`config.mk`:
```
export PLATFORM = sky130hd
export DESIGN_NAME = uc_movimenta_asteroides_e_tiros_flat
export DESIGN_NICKNAME = d
export VERILOG_FILES = /design/src/rtl/uc_movimenta_asteroides_e_tiros_if.sv /design/src/rtl/uc_movimenta_asteroides_e_tiros.sv /design/src/flat_wrapper.sv
export SDC_FILE = /design/constraint.sdc
export NUM_CORES = 1
export LEC_CHECK = 0
export ABC_CLOCK_PERIOD_IN_PS = 3500
export BUFFER_PORTS_ARGS = -buffer_cell sky130_fd_sc_hd__buf_2
export CAP_MARGIN = 5
export CORE_MARGIN = 4
export CORE_UTILIZATION = 49
export CTS_CLUSTER_DIAMETER = 200
export DETAILED_ROUTE_END_ITERATION = 10
export PLACE_DENSITY = 0.78
export SYNTH_ARGS = -nofsm -noshare
export SYNTH_HDL_FRONTEND = slang
export SYNTH_SLANG_ARGS = --single-unit
```
`constraint.sdc`:
```
create_clock -name clock -period 3.5 [get_ports clock]
set_clock_uncertainty 0.15 [all_clocks]
set_input_delay 0.35 -clock clock [delete_from_list [all_inputs] [get_ports clock]]
set_output_delay 0.35 -clock clock [all_outputs]
set_load 0.03 [all_outputs]
```
`src/rtl/uc_movimenta_asteroides_e_tiros_if.sv`:
```
// Interface between the asteroid/shot movement sub-FSM and the rest of the game.
// master : the sequencing UC (drives addresses, write/deactivate pulses, fim, db_estado)
// slave  : main UC + datapath side (drives inicia and the RAM status flags)
interface uc_movimenta_asteroides_e_tiros_if #(
   parameter int unsigned W_AST  = 4,
   parameter int unsigned W_TIRO = 2
) ();
   logic              inicia;
   logic              tiro_ativo;
   logic              tiro_fora_tela;
   logic              asteroide_ativo;
   logic              colisao_nave;
   logic              colisao_tiro_ast;
   logic [W_TIRO-1:0] addr_tiro;
   logic [W_AST-1:0]  addr_asteroide;
   logic              we_tiro;
   logic              we_asteroide;
   logic              desativa_tiro;
   logic              desativa_asteroide;
   logic              decrementa_vida;
   logic              incrementa_pontos;
   logic              fim;
   logic [4:0]        db_estado;

   modport master (
      input  inicia, tiro_ativo, tiro_fora_tela, asteroide_ativo, colisao_nave,
             colisao_tiro_ast,
      output addr_tiro, addr_asteroide, we_tiro, we_asteroide, desativa_tiro,
             desativa_asteroide, decrementa_vida, incrementa_pontos, fim, db_estado
   );

   modport slave (
      output inicia, tiro_ativo, tiro_fora_tela, asteroide_ativo, colisao_nave,
             colisao_tiro_ast,
      input  addr_tiro, addr_asteroide, we_tiro, we_asteroide, desativa_tiro,
             desativa_asteroide, decrementa_vida, incrementa_pontos, fim, db_estado
   );
endinterface

```
`src/rtl/uc_movimenta_asteroides_e_tiros.sv`:
```
// Sub-FSM that sequences one frame of shot/asteroid movement and collision handling.
// Walks the shot RAM, then the asteroid RAM, then every asteroid x shot pair, issuing
// one-cycle write/deactivate pulses decoded from the current state and datapath flags.
// Ports:
//   clock  - system clock, rising edge
//   reset  - asynchronous, active-low
//   bus    - master side of uc_movimenta_asteroides_e_tiros_if (inicia, status flags in;
//            RAM addresses, pulses, fim and db_estado out)
module uc_movimenta_asteroides_e_tiros #(
   parameter int unsigned N_AST  = 16,
   parameter int unsigned W_AST  = 4,
   parameter int unsigned N_TIRO = 4,
   parameter int unsigned W_TIRO = 2
) (
   input logic                                  clock,
   input logic                                  reset,
   uc_movimenta_asteroides_e_tiros_if.master    bus
);

   typedef enum logic [4:0] {
      StInicial    = 5'h00,
      StPrepara    = 5'h01,
      StLeTiro     = 5'h02,
      StAvaliaTiro = 5'h03,
      StProxTiro   = 5'h04,
      StLeAst      = 5'h05,
      StAvaliaAst  = 5'h06,
      StProxAst    = 5'h07,
      StLePar      = 5'h08,
      StAvaliaPar  = 5'h09,
      StProxPar    = 5'h0A,
      StFim        = 5'h0B
   } state_e;

   localparam logic [W_TIRO-1:0] TiroMax = W_TIRO'(N_TIRO - 1);
   localparam logic [W_AST-1:0]  AstMax  = W_AST'(N_AST - 1);

   state_e            state_q, state_d;
   logic [W_TIRO-1:0] addr_tiro_q, addr_tiro_d;
   logic [W_AST-1:0]  addr_ast_q, addr_ast_d;

   logic we_tiro, we_ast, des_tiro, des_ast, dec_vida, inc_pontos, fim;

   always_ff @(posedge clock or negedge reset) begin
      if (!reset) begin
         state_q     <= StInicial;
         addr_tiro_q <= '0;
         addr_ast_q  <= '0;
      end else begin
         state_q     <= state_d;
         addr_tiro_q <= addr_tiro_d;
         addr_ast_q  <= addr_ast_d;
      end
   end

   always_comb begin
      state_d     = state_q;
      addr_tiro_d = addr_tiro_q;
      addr_ast_d  = addr_ast_q;
      we_tiro     = 1'b0;
      we_ast      = 1'b0;
      des_tiro    = 1'b0;
      des_ast     = 1'b0;
      dec_vida    = 1'b0;
      inc_pontos  = 1'b0;
      fim         = 1'b0;
      case (state_q)
         StInicial: begin
            if (bus.inicia) state_d = StPrepara;
         end
         StPrepara: begin
            addr_tiro_d = '0;
            addr_ast_d  = '0;
            state_d     = StLeTiro;
         end
         StLeTiro: state_d = StAvaliaTiro;
         StAvaliaTiro: begin
            // An off-screen shot is retired instead of moved.
            if (bus.tiro_ativo && bus.tiro_fora_tela) des_tiro = 1'b1;
            else if (bus.tiro_ativo)                  we_tiro  = 1'b1;
            state_d = StProxTiro;
         end
         StProxTiro: begin
            if (addr_tiro_q == TiroMax) begin
               addr_tiro_d = '0;
               state_d     = StLeAst;
            end else begin
               addr_tiro_d = addr_tiro_q + 1'b1;
               state_d     = StLeTiro;
            end
         end
         StLeAst: state_d = StAvaliaAst;
         StAvaliaAst: begin
            // A ship hit destroys the asteroid, so it is not moved.
            if (bus.asteroide_ativo && bus.colisao_nave) begin
               des_ast  = 1'b1;
               dec_vida = 1'b1;
            end else if (bus.asteroide_ativo) begin
               we_ast = 1'b1;
            end
            state_d = StProxAst;
         end
         StProxAst: begin
            if (addr_ast_q == AstMax) begin
               addr_ast_d = '0;
               state_d    = StLePar;
            end else begin
               addr_ast_d = addr_ast_q + 1'b1;
               state_d    = StLeAst;
            end
         end
         StLePar: state_d = StAvaliaPar;
         StAvaliaPar: begin
            if (bus.asteroide_ativo && bus.tiro_ativo && bus.colisao_tiro_ast) begin
               des_ast    = 1'b1;
               des_tiro   = 1'b1;
               inc_pontos = 1'b1;
            end
            state_d = StProxPar;
         end
         StProxPar: begin
            // Shot index is the inner loop, asteroid index the outer one.
            state_d = StLePar;
            if (addr_tiro_q == TiroMax) begin
               addr_tiro_d = '0;
               if (addr_ast_q == AstMax) begin
                  addr_ast_d = '0;
                  state_d    = StFim;
               end else begin
                  addr_ast_d = addr_ast_q + 1'b1;
               end
            end else begin
               addr_tiro_d = addr_tiro_q + 1'b1;
            end
         end
         StFim: begin
            fim     = 1'b1;
            state_d = StInicial;
         end
         default: state_d = StInicial;
      endcase
   end

   assign bus.addr_tiro          = addr_tiro_q;
   assign bus.addr_asteroide     = addr_ast_q;
   assign bus.we_tiro            = we_tiro;
   assign bus.we_asteroide       = we_ast;
   assign bus.desativa_tiro      = des_tiro;
   assign bus.desativa_asteroide = des_ast;
   assign bus.decrementa_vida    = dec_vida;
   assign bus.incrementa_pontos  = inc_pontos;
   assign bus.fim                = fim;
   assign bus.db_estado          = state_q;

endmodule
```
`src/flat_wrapper.sv`:
```
// flat-port wrapper written by rule: the top's interface ports become plain ports
module uc_movimenta_asteroides_e_tiros_flat 
#(
   parameter int unsigned N_AST  = 16,
   parameter int unsigned W_AST  = 4,
   parameter int unsigned N_TIRO = 4,
   parameter int unsigned W_TIRO = 2
)
  (clock, reset, bus_inicia, bus_tiro_ativo, bus_tiro_fora_tela, bus_asteroide_ativo, bus_colisao_nave, bus_colisao_tiro_ast, bus_addr_tiro, bus_addr_asteroide, bus_we_tiro, bus_we_asteroide, bus_desativa_tiro, bus_desativa_asteroide, bus_decrementa_vida, bus_incrementa_pontos, bus_fim, bus_db_estado);
  uc_movimenta_asteroides_e_tiros_if #(.W_AST(W_AST), .W_TIRO(W_TIRO)) bus_i ();
  input logic clock;
  input logic reset;
  input wire logic [$bits(bus_i.inicia)-1:0] bus_inicia;
  input wire logic [$bits(bus_i.tiro_ativo)-1:0] bus_tiro_ativo;
  input wire logic [$bits(bus_i.tiro_fora_tela)-1:0] bus_tiro_fora_tela;
  input wire logic [$bits(bus_i.asteroide_ativo)-1:0] bus_asteroide_ativo;
  input wire logic [$bits(bus_i.colisao_nave)-1:0] bus_colisao_nave;
  input wire logic [$bits(bus_i.colisao_tiro_ast)-1:0] bus_colisao_tiro_ast;
  output wire logic [$bits(bus_i.addr_tiro)-1:0] bus_addr_tiro;
  output wire logic [$bits(bus_i.addr_asteroide)-1:0] bus_addr_asteroide;
  output wire logic [$bits(bus_i.we_tiro)-1:0] bus_we_tiro;
  output wire logic [$bits(bus_i.we_asteroide)-1:0] bus_we_asteroide;
  output wire logic [$bits(bus_i.desativa_tiro)-1:0] bus_desativa_tiro;
  output wire logic [$bits(bus_i.desativa_asteroide)-1:0] bus_desativa_asteroide;
  output wire logic [$bits(bus_i.decrementa_vida)-1:0] bus_decrementa_vida;
  output wire logic [$bits(bus_i.incrementa_pontos)-1:0] bus_incrementa_pontos;
  output wire logic [$bits(bus_i.fim)-1:0] bus_fim;
  output wire logic [$bits(bus_i.db_estado)-1:0] bus_db_estado;
  assign bus_i.inicia = bus_inicia;
  assign bus_i.tiro_ativo = bus_tiro_ativo;
  assign bus_i.tiro_fora_tela = bus_tiro_fora_tela;
  assign bus_i.asteroide_ativo = bus_asteroide_ativo;
  assign bus_i.colisao_nave = bus_colisao_nave;
  assign bus_i.colisao_tiro_ast = bus_colisao_tiro_ast;
  assign bus_addr_tiro = bus_i.addr_tiro;
  assign bus_addr_asteroide = bus_i.addr_asteroide;
  assign bus_we_tiro = bus_i.we_tiro;
  assign bus_we_asteroide = bus_i.we_asteroide;
  assign bus_desativa_tiro = bus_i.desativa_tiro;
  assign bus_desativa_asteroide = bus_i.desativa_asteroide;
  assign bus_decrementa_vida = bus_i.decrementa_vida;
  assign bus_incrementa_pontos = bus_i.incrementa_pontos;
  assign bus_fim = bus_i.fim;
  assign bus_db_estado = bus_i.db_estado;
  uc_movimenta_asteroides_e_tiros #(.N_AST(N_AST), .W_AST(W_AST), .N_TIRO(N_TIRO), .W_TIRO(W_TIRO)) u_core (.clock(clock), .reset(reset), .bus(bus_i));
endmodule
```
=== Word level (Yosys, flattened, before mapping) ===
Cells that the tools add are included.

* Register bits after elaboration: 11
* Bits of input ports: 8
* Logic and storage cells: 54

* Add/sub/neg operators: 2
* Equality and inequality tests: 15
* Muxes and demuxes: 25
* Reduce and logical (&&, ||, !) cells: 9

{| class="wikitable"
|+ Operators with widths
! kind !! number
|-
| $pmux 5 s11 || 1
|-
| $eq 5x3->1 const B || 4
|-
| $eq 5x4->1 const B || 4
|-
| $mux 1 || 12
|-
| $mux 4 || 3
|-
| $pmux 4 s3 || 1
|-
| $eq 5x2->1 const B || 2
|-
| $mux 5 || 2
|-
| $eq 5x1->1 const B || 1
|-
| $logic_not 5->1 || 1
|-
| $add 4x1->4 const B || 1
|-
| $eq 4x4->1 const B || 1
|-
| $logic_and 1x1->1 || 4
|-
| $mux 2 || 2
|-
| $pmux 1 s2 || 2
|-
| $pmux 2 s2 || 1
|-
| $mux 3 || 1
|-
| $reduce_bool 3->1 || 1
|-
| $add 2x1->2 const B || 1
|-
| $eq 2x2->1 const B || 1
|-
| $ne 2x1->1 const B || 1
|-
| $ne 2x2->1 const B || 1
|-
| $reduce_and 2->1 || 1
|-
| $reduce_bool 2->1 || 1
|-
| $reduce_or 2->1 || 1
|}

=== Logic depth before layout (Yosys ltp) ===
* Word-level depth: 4
* Gate-level depth with buffers: 6
* Gate-level depth less buffers: 5

=== Worst setup path before layout ===
No wires, ideal clock.

* Path kind: register -> output
* Start point: register u_core.state_q[2] (netlist: u_core.bus.db_estado[2])
* End point: output bus_desativa_tiro
* Data arrival time: 1.929 ns
* Path slack: 1.071 ns
* Cell stages (with the launch flop): 4
* Path through: dfrtp_1 nand2b_4 nor3_1 o21bai_1

* Longest elaborated chain between the ends: 2
* Elaborated cells between the ends (all ways): 3
* Classes of those cells: 2 x eq/ne; 1 x mux

{| class="wikitable"
|+ RTL lines
! item !! RTL line !! RTL
|-
| start, declared || uc_movimenta_asteroides_e_tiros.sv:38 || <nowiki>state_e state_q, state_d;</nowiki>
|-
| start signal, assigned || uc_movimenta_asteroides_e_tiros.sv:46 || <nowiki>state_q <= StInicial;</nowiki>
|-
| start signal, assigned || uc_movimenta_asteroides_e_tiros.sv:50 || <nowiki>state_q <= state_d;</nowiki>
|-
| $eq 5x4->1 or $eq 5x2->1 (tied branches) || uc_movimenta_asteroides_e_tiros.sv:67 || <nowiki>case (state_q)</nowiki>
|-
| $pmux 1 s2 (*) || uc_movimenta_asteroides_e_tiros.sv:67 ||
|-
| end, declared || flat_wrapper.sv:23 || <nowiki>output wire logic [$bits(bus_i.desativa_tiro)-1:0] bus_desativa_tiro;</nowiki>
|}

Every way passes the cells marked *; elsewhere a longest branch is shown, timed or not.

=== Final worst setup path ===
* Start point: register u_core.state_q[1] (netlist: u_core.bus.db_estado[1])
* End point: output bus_desativa_asteroide

* Longest elaborated chain between the ends: 2
* Elaborated cells between the ends (all ways): 3
* Classes of those cells: 2 x eq/ne; 1 x mux

{| class="wikitable"
|+ RTL lines
! item !! RTL line !! RTL
|-
| $eq 5x4->1 or $eq 5x3->1 (tied branches) || uc_movimenta_asteroides_e_tiros.sv:67 ||
|-
| $pmux 1 s2 (*) || uc_movimenta_asteroides_e_tiros.sv:67 ||
|-
| end, declared || flat_wrapper.sv:24 || <nowiki>output wire logic [$bits(bus_i.desativa_asteroide)-1:0] bus_desativa_asteroide;</nowiki>
|}

Marks and branches as above.

==> reports/metrics.csv <==
stage,metric,value,unit
detailed_routing,Iteration-0 DRC Markers,26,
detailed_routing,DRT Wirelength,1780,um
yosys,syn avg cell area,8.00,um^2
detailed_routing,DRT Pass-1 Iters,4,
outcome,outcome,"finished, final reports clean",
detailed_routing,met3 wire len,82,um
yosys,Main synth FF type,dfrtp_1,
power_and_ir_drop,pwr dens,220,nW/um^2
setup_path,crit path cell chain,nor2b_1 > nand3_1 > nor2_1 > or2_2 > buf_2,
yosys,Synth cell types,40,
floorplanning,Die W,48.4,um
yosys,register bit total from synthesis,10,
power_and_ir_drop,static leakage,0.457,nW
detailed_routing,top routing layer in use,met4,
final_layout,Reg area,250,um^2
timing,final setup fails,0,
clock_network,CTS tree,done,
timing,Tmin final,2430,ps
yosys,Synthesized Nets,110,
final_layout,multi-input combinational cell area,478,um^2
clock_network,clock root cell,clkbuf_4,
power_and_ir_drop,Switching Fraction,0.219,
power_and_ir_drop,sw power,44.7,uW
setup_path,CP required,3000,ps
timing,max-slew violations,0,
floorplanning,starting density of the core,0.525,
final_layout,most frequent cells in the layout,"buf_2 (24), nor2_1 (11), dfrtp_1 (10)",
power_and_ir_drop,clock network power share,0.387,
timing,share of the cycle needed by the critical path after routing,0.694,
global_routing,initial antenna violation count,0,
global_routing,Overflow after GRT,0,
final_layout,Syn-to-layout area delta,16.0,%
setup_path,critical path class,flop to output port,
placement,Post-DP HPWL,1320,um
setup_path,Worst Path Arrival,1930,ps
setup_path,CP Capture Type,output port,
timing,slew margin rel.,0.552,
clock_network,CTS H-tree lvls,1,
detailed_routing,DRC errors left,0,
clock_network,worst-skew pair later-pin latency,260,ps
power_and_ir_drop,Flop pwr share,0.567,
global_routing,largest net degree at the start of global routing,24,
floorplanning,Die Height,48.4,um
final_layout,"commonest non-fill, non-tap cell in the layout",buf_2,
timing,TNS Setup,0,ps
yosys,Post-synth EDFFs,0,
yosys,register area share after synthesis,0.313,
detailed_routing,routed wl met2,797,um
timing,Worst-Margin Slew,672,ps
detailed_routing,Avg WL per Cell,13.0,um
floorplanning,core area,1520,um^2
run,max cap viols,0,
yosys,Syn. warnings,0,
timing,final hold vios,0,
worst_hold_path,min-delay worst type,input pin to flop,
timing,setup ws final,1070,ps
placement,count of input and output buffers,24,
final_layout,layout filler cell count,133,
timing,FMAX,0.412,GHz
setup_path,CP max-delay cell,dfrtp_1,
power_and_ir_drop,Comb power frac,0.046,
clock_network,TritonCTS Sinks,10,
detailed_routing,total number of vias,796,
detailed_routing,wl on met1,885,um
setup_path,critical path peak fanout,23,
clock_network,CTS Buf Count,3,
placement,routability cong.,0.787,
final_layout,share of cells above drive strength 1,0.264,
final_layout,ant diodes,0,
detailed_routing,Post-DRT Antenna Nets,0,
floorplanning,die area,2340,um^2
final_layout,nets,133,
global_routing,first-pass GRT wire length,3240,um
placement,Worst Setup Slack post-DPL,1370,ps
clock_network,Clock Path Buffers,2,
power_and_ir_drop,VDD IR max,0.154,mV
yosys,Syn Inst Count,100,
floorplanning,io pins,26,
clock_network,Clock transition at path regs,60,ps
setup_path,Worst Setup Start Kind,flop,
setup_path,CP peak stage delay,770,ps
timing,RSZ-0062 raised after global routing,no,
yosys,share of synthesized flip-flops with an asynchronous set or reset,1.00,
power_and_ir_drop,Int Pwr,159,uW
global_routing,vias in the first global route,705,
final_layout,post-layout util,0.608,
floorplanning,Rows,14,
global_routing,GRT Overall Usage,0.167,
detailed_routing,routed vias/inst,5.81,
yosys,Mapped Area,800,um^2
-- metrics by stage --
stage | hold slack, ps | power, mW | instances | area (um^2)
final | 312 | 0.204 | 137 | 927
after global routing | 348 | 0.212 | 137 | 927
after CTS | 309 | 0.205 | 137 | 927
after detailed placement | 74.9 | 0.126 | 133 | 895
after global placement | 75.8 | 0.126 | 133 | 895
after floorplan | -95.6 | 0.121 | 100 | 800
-- power by group through the flow --
stage | registers [mW] | clock network [mW] | logic (mW)
finish | 0.116 | 0.0787 | 0.00944
global route | 0.115 | 0.0863 | 0.0107
CTS | 0.116 | 0.0800 | 0.00960
detailed placement | 0.118 | 0 | 0.00871
global placement | 0.118 | 0 | 0.00866
floorplan | 0.118 | 0 | 0.00296
-- flip-flops by register name, summed over array words and instances (netlist names) --
signal,flops
u_core.bus.addr_tiro,2
u_core.bus.addr_asteroide,4
u_core.bus.db_estado,4
-- synth_stat cells (2+ instances only) --
cell type	n	area [um^2]
a21oi_1	7	35.0
a221oi_1	2	17.5
buf_2	3	15.0
buf_4	4	30.0
dfrtp_1	10	250
ha_1	2	25.0
inv_1	6	22.5
nand2_1	6	22.5
nand2b_1	5	31.3
nand3_1	5	25.0
nor2_1	11	41.3
nor2b_1	2	12.5
nor3_1	4	20.0
o21ai_0	3	15.0
o2bb2ai_1	2	17.5
o31ai_1	3	22.5
o32a_1	2	20.0
-- critical path: cells and delay by family, from the launching register on --
| kind | cells | cell delay, ps |
|---|---|---|
| buffers and inverters | 1 | 180 |
| flip-flops | 1 | 770 |
| AND/OR/NAND/NOR | 4 | 710 |
-- layout make-up --
class / instances / share of cell area
Clock buffer: 3 / 0.0243
Inverter: 7 / 0.0283
Multi-Input combinational cell: 76 / 0.516
Sequential cell: 10 / 0.270
Tap cell: 16 / 0.0216
Timing Repair Buffer: 25 / 0.140
-- layer usage --
layer	up-vias	global-route usage
li1	407	-
met3	2	0.0337
met1	362	0.236
met2	25	0.241
met5	-	0
met4	0	0.0737
-- path summary, 6_finish.rpt --
path	start	to	slack, ps	depth (start not counted)
min in group asynchronous	reset	u_core.bus.addr_asteroide[0]	320	2
worst max register to register	u_core.bus.db_estado[1]	u_core.bus.addr_asteroide[3]	1710	4
worst min register to register	u_core.bus.addr_asteroide[3]	u_core.bus.addr_asteroide[3]	390	1
max in group asynchronous	reset	u_core.bus.db_estado[1]	2670	2
worst max-delay path	u_core.bus.db_estado[1]	bus_desativa_asteroide	1070	5
worst min-delay path	bus_inicia	u_core.bus.db_estado[0]	310	3
-- cell families after synthesis --
kind of cell / Yosys count / synth area share
simple gates: 40 / 0.260
compound gates: 32 / 0.291
buf+inv: 14 / 0.0892
flops: 10 / 0.313
fa+ha+maj: 2 / 0.0313
xor+xnor: 1 / 0.0110
other cells: 1 / 0.00469
-- repair_timing --
action / in CTS / in global routing
endpoints found under the hold margin: 10 / 0
hold buffers: 1 / 0
setup endpoints to repair: 0 / 0
resized for setup: 0 / 0
setup buffers: 0 / 0
Note: power is estimated with default switching activity, not from simulation.
